File: src/rtl/mult_pkg.sv
// Shared types and helpers for the sequential shift-and-add multiplier.
// Holds the controller state encoding, the operand-width ceiling and the
// magnitude helper used when operands are captured.
package mult_pkg;

    localparam int MAX_WIDTH = 16;

    typedef enum logic [1:0] {
        IDLE = 2'd0,
        CALC = 2'd1,
        FIX  = 2'd2,
        DONE = 2'd3
    } state_t;

    // Magnitude of a value already extended to MAX_WIDTH bits. In signed mode
    // a negative value is negated; the most-negative WIDTH-bit value extends to
    // a MAX_WIDTH negative number whose magnitude still fits in WIDTH unsigned bits.
    function automatic logic [MAX_WIDTH-1:0] abs_mag(input logic [MAX_WIDTH-1:0] value,
                                                     input logic                 sgn);
        if (sgn && value[MAX_WIDTH-1]) begin
            return ~value + MAX_WIDTH'(1);
        end
        return value;
    endfunction

endpackage

File: src/rtl/mult_seq_datapath.sv
// Datapath: captures operand magnitudes, accumulates one partial product per step, negates at the end.
// Latency: driven by FSM strobes; one step per enabled cycle, WIDTH steps then one fix cycle.
// Backpressure: none internally; the controller only strobes load/step/fix when ena=1.
module mult_seq_datapath
    import mult_pkg::*;
#(
    parameter int WIDTH = 4
) (
    input  logic               clk,
    input  logic               rst_n,
    input  logic               load,
    input  logic               step,
    input  logic               fix,
    input  logic [WIDTH-1:0]   a,
    input  logic [WIDTH-1:0]   b,
    input  logic               sgn,
    output logic               last_step,
    output logic [2*WIDTH-1:0] product
);

    localparam int PW = 2 * WIDTH;
    localparam int CW = $clog2(WIDTH);

    logic [WIDTH-1:0]     ma;
    logic [WIDTH-1:0]     mb;
    logic                 neg;
    logic [PW-1:0]        acc;
    logic [CW-1:0]        cnt;
    logic [MAX_WIDTH-1:0] a_ext;
    logic [MAX_WIDTH-1:0] b_ext;
    logic [PW-1:0]        addend;

    // Extend operands to the helper width: sign-extend in signed mode, zero-extend otherwise.
    always_comb begin
        a_ext = MAX_WIDTH'(a);
        b_ext = MAX_WIDTH'(b);
        if (sgn) begin
            a_ext = MAX_WIDTH'($signed(a));
            b_ext = MAX_WIDTH'($signed(b));
        end
    end

    // Partial product for the current bit position; acc is wide enough that no carry is lost.
    always_comb begin
        addend = PW'(ma) << cnt;
    end

    assign last_step = (cnt == CW'(WIDTH - 1));

    // Operand capture, shift-and-add steps and final sign fix-up.
    always_ff @(posedge clk or negedge rst_n) begin
        if (!rst_n) begin
            ma      <= '0;
            mb      <= '0;
            neg     <= 1'b0;
            acc     <= '0;
            cnt     <= '0;
            product <= '0;
        end else if (load) begin
            ma  <= WIDTH'(abs_mag(a_ext, sgn));
            mb  <= WIDTH'(abs_mag(b_ext, sgn));
            neg <= sgn & (a[WIDTH-1] ^ b[WIDTH-1]);
            acc <= '0;
            cnt <= '0;
        end else if (step) begin
            if (mb[cnt]) begin
                acc <= acc + addend;
            end
            cnt <= cnt + CW'(1);
        end else if (fix) begin
            // product persists after the handshake until the next fix.
            product <= neg ? (~acc + PW'(1)) : acc;
        end
    end

endmodule

File: src/rtl/mult_seq_shift_add.sv
// Sequential shift-and-add multiplier, unsigned or two's-complement per operation.
// Latency: out_valid rises WIDTH+1 enabled cycles after the accept edge.
// Backpressure: in_ready only in IDLE; product held in DONE until out_ready; ena=0 freezes everything.
module mult_seq_shift_add
    import mult_pkg::*;
#(
    parameter int WIDTH = 4
) (
    input  logic               clk,
    input  logic               rst_n,
    input  logic               ena,
    input  logic               in_valid,
    output logic               in_ready,
    input  logic [WIDTH-1:0]   a,
    input  logic [WIDTH-1:0]   b,
    input  logic               sgn,
    output logic               out_valid,
    input  logic               out_ready,
    output logic [2*WIDTH-1:0] product,
    output logic               busy
);

    state_t state;
    state_t state_nxt;
    logic   load;
    logic   step;
    logic   fix;
    logic   last_step;

    // Controller state register.
    always_ff @(posedge clk or negedge rst_n) begin
        if (!rst_n) begin
            state <= IDLE;
        end else begin
            state <= state_nxt;
        end
    end

    // Next-state, datapath strobes and handshake outputs; nothing advances while ena=0.
    always_comb begin
        state_nxt = state;
        load      = 1'b0;
        step      = 1'b0;
        fix       = 1'b0;
        in_ready  = 1'b0;
        out_valid = 1'b0;
        busy      = 1'b0;
        unique case (state)
            IDLE: begin
                in_ready = 1'b1;
                if (ena && in_valid) begin
                    load      = 1'b1;
                    state_nxt = CALC;
                end
            end
            CALC: begin
                busy = 1'b1;
                if (ena) begin
                    step = 1'b1;
                    if (last_step) begin
                        state_nxt = FIX;
                    end
                end
            end
            FIX: begin
                busy = 1'b1;
                if (ena) begin
                    fix       = 1'b1;
                    state_nxt = DONE;
                end
            end
            DONE: begin
                // in_valid is ignored here; a new operand waits for the IDLE cycle.
                out_valid = 1'b1;
                if (ena && out_ready) begin
                    state_nxt = IDLE;
                end
            end
            default: begin
                state_nxt = IDLE;
            end
        endcase
    end

    mult_seq_datapath #(
        .WIDTH(WIDTH)
    ) u_datapath (
        .clk      (clk),
        .rst_n    (rst_n),
        .load     (load),
        .step     (step),
        .fix      (fix),
        .a        (a),
        .b        (b),
        .sgn      (sgn),
        .last_step(last_step),
        .product  (product)
    );

endmodule

File: config.mk
export PLATFORM = sky130hd
export DESIGN_NAME = mult_seq_shift_add
export DESIGN_NICKNAME = d
export VERILOG_FILES = /design/src/rtl/mult_pkg.sv /design/src/rtl/mult_seq_datapath.sv /design/src/rtl/mult_seq_shift_add.sv
export SDC_FILE = /design/constraint.sdc
export NUM_CORES = 1
export LEC_CHECK = 0
export BUFFER_PORTS_ARGS = -buffer_cell sky130_fd_sc_hd__buf_2
export CORE_AREA = 2 2 72 74
export CTS_CLUSTER_DIAMETER = 150
export DETAILED_ROUTE_END_ITERATION = 6
export DIE_AREA = 0 0 74 76
export SETUP_SLACK_MARGIN = 0.05
export SLEW_MARGIN = 30
export SYNTH_ARGS = -nofsm -noshare
export SYNTH_HDL_FRONTEND = slang
export SYNTH_SLANG_ARGS = --single-unit
File: constraint.sdc
create_clock -name clk -period 2.35 [get_ports clk]
set_clock_uncertainty 0.1 [all_clocks]
set_input_delay 0.1175 -clock clk [delete_from_list [all_inputs] [get_ports clk]]
set_output_delay 0.1175 -clock clk [all_outputs]
set_load 0.005 [all_outputs]
==> flow_summary.rst, run 1 <==
.. list-table::
   :header-rows: 1

   * - Metric
     - Value
   * - Number of nets in the finished design
     - 274
   * - Avg WL per Cell
     - 11.8 µm
   * - Clock slew seen by the registers of the worst setup and hold paths
     - 0.07 ns
   * - Wire length of the first global-routing pass
     - 6420 µm
   * - CTS HTree Levels
     - 2
   * - Half-perimeter wire length of the detailed placement result
     - 2770 µm
   * - Post-Syn Area
     - 0.00190 mm²
   * - Count of pins on the block boundary
     - 25
   * - Status
     - finished, final reports clean
   * - Final Setup Violations
     - 0
   * - Clk Tree Root Cell
     - clkbuf_8
   * - Switching fraction of total power
     - 39.7%
   * - Crit path kind
     - flop to flop
   * - Net switching power
     - 1.19 mW
   * - Starting Density
     - 38.8%
   * - Final weighted congestion in routability-driven placement
     - 0.870
   * - Instance count along the most critical hold path
     - 3
   * - Min Hold Slack
     - 0.0344 ns
   * - Syn Nets
     - 235
   * - Time the worst path needs with I/O delays and setup
     - 2.23 ns
   * - Inst Count DP
     - 303
   * - Arrival time worst endpoint
     - 2.35 ns
   * - Highest Clock Rate
     - 448 MHz
   * - Vias after detailed routing
     - 1533
   * - Total Routing Usage GR
     - 14.7%
   * - DRC violation count after routing
     - 0
   * - Fill cell total of the finished layout
     - 471
   * - Clock tree from TritonCTS
     - done
   * - Class of the tightest hold or removal check
     - input pin to flop
   * - Hold violation count in the final report
     - 0
   * - Remaining antenna violation count
     - 0
   * - Most frequent cells in the layout
     - 28 x nand2_1, 28 x dfrtp_1, 24 x buf_2
   * - Detailed-route wire length
     - 3720 µm
   * - Std-Cell Rows
     - 26
   * - Final period util
     - 94.9%
   * - Global route overflow
     - 0
   * - Synthesized netlist cell count
     - 205
   * - Max Slew Vio Count
     - 0
   * - Core area
     - 0.00491 mm²
   * - Fraction of power consumed by combinational cells
     - 53.2%
   * - Die area
     - 0.00562 mm²
   * - Initial antenna violation count
     - 0
   * - Unrepaired setup endpoints after global routing
     - true
   * - Sequential fraction of design power
     - 31.4%
   * - Kind of launch point of the worst setup path
     - flop
   * - Diodes inserted
     - 0
   * - Maximum number of pins on one net before global-route repair
     - 30
   * - Syn. warnings
     - 0
   * - Sequential cell area
     - 727 µm²
   * - Syn-to-layout area delta
     - 22.1%
   * - Vias in the first global route
     - 1426
   * - Slew at the pin closest to its max-slew limit
     - 0.636 ns
   * - DR iter-0 viols
     - 58
   * - CTS buffer count
     - 5
   * - Detailed-router iteration count before antenna repair
     - 4
   * - Synth unique cells
     - 37
   * - Clock latency at the later pin of the worst-skew pair
     - 0.28 ns
   * - Utilization of the core after routing
     - 47.4%
   * - Chip height
     - 76 µm
   * - Number of cell instances on the worst register-to-register path
     - 8
   * - Share of cells above drive strength 1
     - 23.3%
   * - Maximum vdd drop
     - 0.415 mV
   * - Maximum root-to-sink buffer count
     - 2
   * - Max-cap check violation count
     - 0
   * - Max-slew headroom at the worst pin
     - 57.6%
   * - Layout Cells excl Fill
     - 315
   * - Yosys reg bits
     - 29
   * - Total area of multi-input combinational cells
     - 0.00111 mm²
   * - Clock Power Share
     - 15.3%
   * - Post-synthesis sequential area ratio
     - 38.1%
   * - Lkg Pwr
     - 1.15 nW
   * - Die Wd
     - 74 µm
   * - Total power divided by cell area
     - 1290 mW/mm²
   * - Data required time of the critical path
     - 2.47 ns
   * - Number of sinks driven by the clock tree
     - 29
   * - Internal power of the cells
     - 1.80 mW
   * - Avg Synthesized Cell Area
     - 9.29 µm²
   * - Via density per instance
     - 4.87
   * - Critical path endpoint category
     - flop
   * - Quantity of I/O buffers inserted on ports
     - 24
   * - Crit-path max FO
     - 8
[critical path, stage by stage, from the launching register on]
cell	delay, ns
dfrtp_2	0.42
mux2_2	0.36
nor2_1	0.09
a21oi_1	0.05
ha_1	0.30
o21ai_1	0.09
or3b_2	0.44
a31oi_1	0.16
mux2_2	0.16
[registers in the layout (all words and copies together) (netlist names)]
register	flops
u_datapath.product	8
u_datapath.mb	4
u_datapath.acc	8
state	2
u_datapath.neg	1
u_datapath.cnt	2
u_datapath.ma	4
[per-stage QoR]
| stage | setup TNS [ns] | setup WS (ns) | cell area (µm²) | total power, mW |
|---|---|---|---|---|
| final | 0 | 0.119 | 2330 | 2.99 |
| after global routing | -0.0495 | -0.0328 | 2330 | 3.32 |
| after CTS | 0 | 0.0825 | 2290 | 2.95 |
| after detailed placement | 0 | 0.0513 | 2160 | 2.46 |
| after global placement | 0 | 0.106 | 2160 | 2.43 |
| after floorplan | 0 | 0.0585 | 1910 | 1.99 |
[routing by layer]
layer / vias to the layer above / track usage [%] / share of wire [%]
met5: - / 0 / 0
li1: 800 / - / -
met1: 698 / 19.0 / 49
met3: 4 / 4.37 / 3.1
met4: 0 / 5.45 / 1.2
met2: 31 / 22.9 / 47
[synthesized netlist by cell type (all sizes together)]
| cell | n | area (µm²) |
|---|---|---|
| o211ai | 1 | 7.51 |
| or3b | 1 | 8.76 |
| nor4 | 1 | 6.26 |
| nand3 | 6 | 30.0 |
| fa | 1 | 20.0 |
| xor2 | 8 | 70.1 |
| or3 | 2 | 12.5 |
| o21ai | 17 | 85.1 |
| a22o | 1 | 8.76 |
| a221oi | 1 | 8.76 |
| ha | 15 | 188 |
| a222oi | 1 | 10.0 |
| xnor2 | 4 | 35.0 |
| nand2 | 28 | 105 |
| inv | 12 | 45.0 |
| buf | 4 | 28.8 |
| a31oi | 3 | 33.8 |
| mux2 | 4 | 45.0 |
| nor3 | 1 | 10.0 |
| mux2i | 9 | 90.1 |
| and4 | 1 | 8.76 |
| a21o | 3 | 22.5 |
| a21oi | 10 | 50.1 |
| clkbuf | 4 | 15.0 |
| o31ai | 7 | 52.6 |
| mux4 | 1 | 22.5 |
| nor2b | 3 | 18.8 |
| a211oi | 3 | 22.5 |
| and3 | 3 | 18.8 |
| nand3b | 1 | 7.51 |
| nor3b | 3 | 22.5 |
| nand2b | 2 | 12.5 |
| dfrtp | 29 | 726 |
| nor2 | 15 | 56.3 |
[path summary, 6_finish.rpt]
| kind | start | to | slack, ns |
|---|---|---|---|
| max | u_datapath.cnt[1] | u_datapath.acc[6] | 0.12 |
| min | a[0] | u_datapath.ma[0] | 0.03 |
| max reg2reg | u_datapath.cnt[1] | u_datapath.acc[6] | 0.12 |
| min reg2reg | u_datapath.mb[2] | u_datapath.mb[2] | 0.38 |
| max in group asynchronous | rst_n | u_datapath.cnt[1] | 1.40 |
| min in group asynchronous | rst_n | u_datapath.product[5] | 0.29 |
[repair_timing]
| action | in CTS | in global routing |
|---|---|---|
| pin swaps | 0 | 6 |
| hold buffers | 3 | 0 |
| endpoints found under the hold margin | 31 | 0 |
| setup endpoints to repair | 1 | 4 |
| resized for setup | 1 | 8 |
| setup buffers | 0 | 1 |
[cell type report]
type	count	area share, %
Sequential cell	29	31.3
Clock buffer	7	4.14
Inverter	12	1.94
Multi-Input combinational cell	156	47.7
Tap cell	70	3.77
Clock inverter	1	0.215
Timing Repair Buffer	40	11.0
[logic make-up (layout without fill, tap and decap cells)]
logic type               after synthesis  after routing  share of synthesized area [%]
AND/OR/NAND/NOR                       67             67                           16.7
AO/OA/AOI/OAI                         47             47                           15.8
flip-flops                            29             29                           38.1
buffers and inverters                 20             60                           4.66
adder cells (fa/ha/maj)               16             16                           10.9
multiplexers                          14             14                           8.28
XOR/XNOR                              12             12                           5.52
[power groups by stage]
stage,Sequential [mW],Combinational [mW],Clock (mW)
after floorplan,0.885,1.11,0
after global placement,0.932,1.50,0
after detailed placement,0.944,1.52,0
after CTS,0.935,1.53,0.480
after global routing,0.982,1.83,0.507
final,0.940,1.59,0.459
No activity file was read; power rests on OpenSTA's default activity.
==> inputs of run 2 (changes only) <==
--- a/config.mk
+++ b/config.mk
@@ -6,12 +6,13 @@
 export NUM_CORES = 1
 export LEC_CHECK = 0
 export BUFFER_PORTS_ARGS = -buffer_cell sky130_fd_sc_hd__buf_2
-export CORE_AREA = 2 2 72 74
+export CORE_AREA = 2 2 73 75
 export CTS_CLUSTER_DIAMETER = 150
 export DETAILED_ROUTE_END_ITERATION = 6
-export DIE_AREA = 0 0 74 76
+export DIE_AREA = 0 0 75 77
 export SETUP_SLACK_MARGIN = 0.05
 export SLEW_MARGIN = 30
 export SYNTH_ARGS = -nofsm -noshare
 export SYNTH_HDL_FRONTEND = slang
+export SYNTH_HIERARCHICAL = 1
 export SYNTH_SLANG_ARGS = --single-unit
==> flow_summary.rst, run 2 <==
.. list-table::
   :header-rows: 1

   * - Metric
     - Value
   * - Status
     - finished, final reports clean
   * - Total power divided by cell area
     - 1400 mW/mm²
   * - Max-cap check violation count
     - 0
   * - Critical path endpoint category
     - flop
   * - DRC violation count after routing
     - 0
   * - Inst Count DP
     - 295
   * - Area share of the largest cell type after synthesis
     - 38.1%
   * - Syn. warnings
     - 6
   * - Endpoint of the worst register-to-register path
     - u_datapath/acc[7]
   * - Class of the tightest hold or removal check
     - input pin to flop
   * - Layout Cells excl Fill
     - 306
   * - Quantity of I/O buffers inserted on ports
     - 24
   * - DR iter-0 viols
     - 60
   * - Post-synthesis sequential area ratio
     - 38.1%
   * - Std-Cell Rows
     - 26
   * - Avg WL per Cell
     - 12.1 µm
   * - Top post-synthesis cells by count
     - 29 x dfrtp_1, 24 x nor2_1, 17 x a21oi_1
   * - Share of cells above drive strength 1
     - 27.5%
   * - Post-placement worst setup slack
     - -0.0448 ns
   * - Die area
     - 0.00578 mm²
   * - Startpoint of the worst hold path
     - b[0]
   * - Maximum root-to-sink buffer count
     - 2
   * - Clock latency at the later pin of the worst-skew pair
     - 0.28 ns
   * - Data required time of the critical path
     - 2.42 ns
   * - Reg2reg start
     - u_datapath/cnt[0]
   * - Top-count cell post-synth
     - dfrtp_1
   * - Maximum vdd drop
     - 0.471 mV
   * - Crit-path max FO
     - 7
   * - Final weighted congestion in routability-driven placement
     - 0.781
   * - Die Wd
     - 75 µm
   * - Cells taking the most area after synthesis
     - dfrtp_1 38%, ha_1 10%, mux2i_1 5.2%, nor2_1 4.7%, a21oi_1 4.5%
   * - Chip height
     - 77 µm
   * - Unrepaired setup endpoints after global routing
     - true
   * - Hold violation count in the final report
     - 0
   * - Async S/R FF share, synth
     - 100%
   * - Crit path kind
     - flop to flop
   * - Hold path endpoint
     - u_datapath/mb[0]
   * - Max-slew headroom at the worst pin
     - 56.9%
   * - Wire length of the first global-routing pass
     - 6300 µm
   * - Final period util
     - 97.1%
   * - Yosys reg bits
     - 29
   * - Via density per instance
     - 4.87
   * - Final Setup Violations
     - 0
   * - Number of cell instances on the worst register-to-register path
     - 7
   * - Total Routing Usage GR
     - 14.4%
   * - Global route overflow
     - 0
   * - Primary FF master, synth
     - dfrtp_1
   * - CTS HTree Levels
     - 2
   * - Worst path setup slack after routing
     - 0.0681 ns
   * - Instance count along the most critical hold path
     - 2
   * - Diodes inserted
     - 0
   * - Number of nets in the finished design
     - 266
   * - Post-synthesis cell type with the largest combined area
     - dfrtp_1
   * - Detailed-route wire length
     - 3710 µm
   * - Lkg Pwr
     - 1.10 nW
   * - Slew at the pin closest to its max-slew limit
     - 0.647 ns
   * - Highest Clock Rate
     - 438 MHz
   * - Core area
     - 0.00498 mm²
   * - Reg-to-reg setup timing slack
     - 0.07 ns
   * - Tot Pwr
     - 3.26 mW
   * - Remaining antenna violation count
     - 0
   * - Clock slew seen by the registers of the worst setup and hold paths
     - 0.06 ns
   * - Detailed-router iteration count before antenna repair
     - 4
   * - Clock tree from TritonCTS
     - done
   * - Post-synth EDFFs
     - 0
   * - Syn-to-layout area delta
     - 22.4%
   * - Post-Syn Area
     - 0.00191 mm²
   * - Starting Density
     - 38.3%
   * - Synthesized netlist cell count
     - 198
   * - Initial antenna violation count
     - 0
   * - Regs by FF count
     - u_datapath/acc (8), u_datapath/product (8)
   * - Vias after detailed routing
     - 1491
   * - Arrival time worst endpoint
     - 2.35 ns
   * - Kind of launch point of the worst setup path
     - flop
   * - Avg Synthesized Cell Area
     - 9.63 µm²
   * - Most common cell after layout, fill and taps aside
     - dfrtp_1
   * - Half-perimeter wire length of the detailed placement result
     - 2730 µm
   * - Fill cell total of the finished layout
     - 503
   * - Vias in the first global route
     - 1396
   * - Maximum number of pins on one net before global-route repair
     - 30
   * - Most frequent cells in the layout
     - 28 x dfrtp_1, 24 x nor2_1, 24 x buf_2
   * - Synth unique cells
     - 43
   * - Clk Tree Root Cell
     - clkbuf_8
   * - Time the worst path needs with I/O delays and setup
     - 2.28 ns
   * - Count of pins on the block boundary
     - 25
   * - Number of sinks driven by the clock tree
     - 29
   * - CTS buffer count
     - 5
   * - Max Slew Vio Count
     - 0
   * - Syn Nets
     - 229
[run 2: cell types whose count changed after synthesis, moves of 5 or more]
cell | before | now
o21ai_0 | 17 | 3
a21oi_1 | 10 | 17
o21ai_1 | 0 | 5
nor2_1 | 15 | 24
nand2_1 | 28 | 12
[run 2: per-layer routing]
layer	global-route usage (%)	vias to the layer above	wire length (µm)
li1	-	772	-
met4	6.43	0	74
met1	18.9	687	1770
met5	0	-	0
met2	21.6	24	1730
met3	3.94	8	132
[run 2: how the worst max path moves through the flow]
stage / from / to / cells past startpoint
detailed placement: u_datapath/cnt[0] / u_datapath/acc[6] / 7
CTS: u_datapath/cnt[0] / u_datapath/acc[7] / 7
floorplan: u_datapath/cnt[0] / u_datapath/acc[7] / 8
finish: u_datapath/cnt[0] / u_datapath/acc[7] / 7
global placement: u_datapath/cnt[0] / u_datapath/acc[7] / 7
global route: u_datapath/cnt[0] / u_datapath/acc[7] / 7
[run 2: layout make-up]
class                      count  area [µm²]  area share [%]
clock inverter                 1        5.00           0.214
tap                           70        87.6            3.75
clock buffer                   7        96.3            4.13
multi-input combinational    150        1150            49.3
timing repair buffer          37         223            9.54
inverter                      12        45.0            1.93
sequential                    29         727            31.2
[run 2: cells by family (layout without fill, tap and decap cells)]
family	count (synthesis)	in the layout	synth area share, %
and+or+nand+nor	60	60	15.0
AOI/OAI and AO/OA	44	44	15.3
DFF	29	29	38.1
buffers and inverters	19	57	4.46
adders and majority gates	17	17	11.5
muxes	17	17	10.2
xor gates and xnor gates	12	12	5.51
[run 2: worst max-delay path, stage by stage (launching register included)]
cell and delay (ns):
dfrtp_2 0.44, mux2i_2 0.24, mux2i_1 0.10, ha_2 0.40, a21oi_2 0.09, a211o_1 0.30, a31oi_2 0.19, mux2_4 0.31
[run 2: report_power, final]
part           internal (mW)  total [mW]  leakage [nW]  switching, mW
clock                  0.264       0.453        0.0542          0.188
combinational          0.921        1.83         0.698          0.907
sequential             0.740       0.984         0.351          0.244
[run 2: timing repair]
item                                    in CTS  in global routing
hold buffers                                 2                  0
setup buffers                                0                  1
pin swaps                                    2                  5
hold endpoints to repair                    30                  0
gates resized for setup                      4                  9
endpoints found under the setup margin       3                  4
cloned                                       0                  0
[run 2: through the flow]
| stage | area (µm²) | TNS, ns | hold WS [ns] | utilization, % |
|---|---|---|---|---|
| finish | 2330 | 0 | 0.00684 | 46.9 |
| global placement | 2150 | 0 | 0.0863 | 43.2 |
| floorplan | 1910 | 0 | -0.278 | - |
| CTS | 2290 | 0 | 0.000448 | 45.9 |
| global route | 2330 | -0.0188 | 0.0156 | 46.9 |
| detailed placement | 2150 | -0.0448 | 0.0861 | 43.2 |
==> inputs of run 3 (changes only) <==
--- a/config.mk
+++ b/config.mk
@@ -5,14 +5,16 @@
 export SDC_FILE = /design/constraint.sdc
 export NUM_CORES = 1
 export LEC_CHECK = 0
+export ABC_AREA = 1
 export BUFFER_PORTS_ARGS = -buffer_cell sky130_fd_sc_hd__buf_2
-export CORE_AREA = 2 2 73 75
+export CORE_AREA = 2 2 75 77
 export CTS_CLUSTER_DIAMETER = 150
 export DETAILED_ROUTE_END_ITERATION = 6
-export DIE_AREA = 0 0 75 77
+export DIE_AREA = 0 0 77 79
 export SETUP_SLACK_MARGIN = 0.05
 export SLEW_MARGIN = 30
 export SYNTH_ARGS = -nofsm -noshare
 export SYNTH_HDL_FRONTEND = slang
 export SYNTH_HIERARCHICAL = 1
 export SYNTH_SLANG_ARGS = --single-unit
+export TNS_END_PERCENT = 20
==> flow_summary.rst, run 3 <==
.. list-table::
   :header-rows: 1

   * - Metric
     - Value
   * - Reg-to-reg setup timing slack
     - 0.30 ns
   * - Async S/R FF share, synth
     - 100%
   * - Post-Syn Area
     - 0.00203 mm²
   * - Max-cap check violation count
     - 0
   * - Global route overflow
     - 0
   * - Most common cell after layout, fill and taps aside
     - nand2_1
   * - Maximum number of pins on one net before global-route repair
     - 30
   * - Final TNS setup
     - 0 ns
   * - Instance count along the most critical hold path
     - 3
   * - Area share of the largest cell type after synthesis
     - 35.7%
   * - Hold path endpoint
     - u_datapath/mb[3]
   * - Detailed-route wire length
     - 4020 µm
   * - Crit-path max FO
     - 10
   * - Number of nets in the finished design
     - 322
   * - Worst path setup slack after routing
     - 0.304 ns
   * - Endpoint of the worst register-to-register path
     - u_datapath/acc[6]
   * - Most frequent cells in the layout
     - 63 x nand2_1, 37 x inv_1, 28 x dfrtp_1
   * - Maximum root-to-sink buffer count
     - 2
   * - Total power divided by cell area
     - 1160 mW/mm²
   * - Summed area of non-filler cells in the final layout
     - 0.00235 mm²
   * - CP most frequent cell
     - nand2_1
   * - Highest Clock Rate
     - 489 MHz
   * - Final weighted congestion in routability-driven placement
     - 0.839
   * - Slew at the pin closest to its max-slew limit
     - 0.661 ns
   * - Max Slew Vio Count
     - 0
   * - Maximum vdd drop
     - 0.350 mV
   * - Std-Cell Rows
     - 27
   * - Arrival time worst endpoint
     - 2.12 ns
   * - Total Routing Usage GR
     - 15.0%
   * - Quantity of I/O buffers inserted on ports
     - 24
   * - Delay of the slowest cell on the worst path
     - 0.49 ns
   * - Unrepaired setup endpoints after global routing
     - false
   * - Clock slew seen by the registers of the worst setup and hold paths
     - 0.06 ns
   * - Regs by FF count
     - u_datapath/acc (8), u_datapath/product (8)
   * - DR iter-0 viols
     - 88
   * - Avg Synthesized Cell Area
     - 7.79 µm²
   * - Avg WL per Cell
     - 11.0 µm
   * - CTS buffer count
     - 5
   * - Class of the tightest hold or removal check
     - input pin to flop
   * - Clock tree from TritonCTS
     - done
   * - Clock latency at the later pin of the worst-skew pair
     - 0.28 ns
   * - Chip height
     - 79 µm
   * - Share of cells above drive strength 1
     - 19.2%
   * - Number of cell instances on the worst register-to-register path
     - 9
   * - CP cell instances
     - o21ai_0 > mux2i_1 > ha_1 > a21oi_1 > or2_1 > nand3_1 > nand2_1 > nand3_2 > nand2_1
   * - Post-synthesis sequential area ratio
     - 35.7%
   * - Diodes inserted
     - 0
   * - Reg2reg start
     - u_datapath/cnt[0]
   * - CTS HTree Levels
     - 2
   * - Post-synthesis cell type with the largest combined area
     - dfrtp_1
   * - Startpoint of the worst hold path
     - b[3]
   * - Final Setup Violations
     - 0
   * - Hold violation count in the final report
     - 0
   * - Lkg Pwr
     - 1.25 nW
   * - Kind of launch point of the worst setup path
     - flop
   * - Core area
     - 0.00534 mm²
   * - Standard cell area after detailed placement
     - 0.00221 mm²
   * - Final period util
     - 87.1%
   * - Clk Tree Root Cell
     - clkbuf_8
   * - Yosys reg bits
     - 29
   * - Synthesized netlist cell count
     - 261
   * - Number of sinks driven by the clock tree
     - 29
   * - Syn. warnings
     - 6
   * - Via density per instance
     - 4.62
   * - Vias after detailed routing
     - 1681
   * - Max-slew headroom at the worst pin
     - 55.9%
   * - Data required time of the critical path
     - 2.43 ns
   * - Die area
     - 0.00608 mm²
   * - Critical path endpoint category
     - flop
   * - Slowest-stage cell, CP
     - dfrtp_2
   * - Time the worst path needs with I/O delays and setup
     - 2.05 ns
   * - DRC violation count after routing
     - 0
   * - Starting Density
     - 38.1%
   * - Syn-to-layout area delta
     - 15.9%
   * - Initial antenna violation count
     - 0
   * - Primary FF master, synth
     - dfrtp_1
   * - Post-synth EDFFs
     - 0
   * - Top post-synthesis cells by count
     - 63 x nand2_1, 37 x inv_1, 29 x dfrtp_1
   * - Syn Nets
     - 292
   * - Remaining antenna violation count
     - 0
   * - Vias in the first global route
     - 1590
   * - Fill cell total of the finished layout
     - 570
   * - Top-count cell post-synth
     - nand2_1
   * - Crit path kind
     - flop to flop
   * - Wire length of the first global-routing pass
     - 7200 µm
   * - Count of pins on the block boundary
     - 25
   * - Die Wd
     - 77 µm
   * - Status
     - finished, final reports clean
   * - Post-placement worst setup slack
     - 0.233 ns
   * - Synth unique cells
     - 35
   * - Detailed-router iteration count before antenna repair
     - 4
   * - Half-perimeter wire length of the detailed placement result
     - 3090 µm
   * - Setup Fix Bufs, Post-CTS
     - 0
   * - Cells taking the most area after synthesis
     - dfrtp_1 36%, nand2_1 12%, ha_1 9.9%, inv_1 6.8%, o21ai_0 5.4%
==> run 3: cell types whose count changed in the layout (fill, tap and decap cells not counted), moves of 4 or more <==
cell	before	now
nor2_1	24	14
nand3_2	1	5
a21oi_1	16	5
o21ai_0	3	22
nand3_1	4	18
mux2i_1	8	1
o31ai_1	4	0
buf_4	11	1
inv_1	11	37
nor3_1	0	4
nand2_1	12	63
nand2b_1	5	0
==> run 3: repair_timing <==
action                                 in CTS  in global routing
resized for setup                           0                  1
setup endpoints to repair                   0                  1
endpoints found under the hold margin      32                  0
hold buffers                                4                  0
==> run 3: area by class of cell <==
class	count	area (µm²)	share of cell area, %
Clock buffer	7	96.3	4.09
Multi-Input combinational cell	183	1090	46.5
Inverter	43	174	7.39
Sequential cell	29	727	30.9
Clock inverter	1	5.00	0.213
Tap cell	72	90.1	3.83
Timing Repair Buffer	29	168	7.12
==> run 3: worst max-delay path by stage <==
stage	end	depth (start not counted)	slack, ns	from
2_1_floorplan	u_datapath/acc[6]	10	0.47	u_datapath/cnt[0]
3_3_place_gp	u_datapath/acc[6]	10	0.30	u_datapath/cnt[0]
3_5_place_dp	u_datapath/acc[6]	10	0.23	u_datapath/cnt[0]
4_1_cts	u_datapath/acc[6]	10	0.22	u_datapath/cnt[0]
5_1_grt	u_datapath/product[1]	9	0.1	state[0]
6_report	u_datapath/acc[6]	9	0.30	u_datapath/cnt[0]
==> run 3: stage by stage <==
step	util, %	total power [mW]	cells	hold slack, ns
floorplan	-	1.98	261	-0.278
global placement	41.4	2.27	352	0.0914
detailed placement	41.4	2.29	352	0.0919
CTS	44.1	2.77	364	0.0133
global route	44.1	3.05	364	0.0250
finish	44.1	2.74	364	0.0249
==> run 3: routing by layer <==
| layer | global-route usage (%) | share of wire, % |
|---|---|---|
| met4 | 5.89 | 1.8 |
| met5 | 0 | 0 |
| met2 | 24.0 | 45 |
| met3 | 4.20 | 3.8 |
| met1 | 19.2 | 49 |
==> run 3: critical path: cells and delay by family (launching register included) <==
kind / cells / cell delay (ns)
compound gates: 2 / 0.38
fa+ha+maj: 1 / 0.38
flops: 1 / 0.49
mux: 1 / 0.13
simple gates: 5 / 0.47
==> run 3: power by group <==
group,internal (mW),total (mW),switching [mW]
combinational,0.565,1.40,0.839
sequential,0.704,0.876,0.173
clock,0.264,0.462,0.198
total,1.53,2.74,1.21
==> run 3: cells by family (layout without fill, tap and decap cells) <==
logic type | after synthesis | in the layout | synth area share [%]
multiplexers | 1 | 1 | 0.493
buffers and inverters | 49 | 80 | 10.4
flip-flops | 29 | 29 | 35.7
XOR/XNOR | 9 | 9 | 3.88
adder cells (fa/ha/maj) | 17 | 17 | 10.8
AND/OR/NAND/NOR | 117 | 117 | 27.8
AO/OA/AOI/OAI | 39 | 39 | 10.9
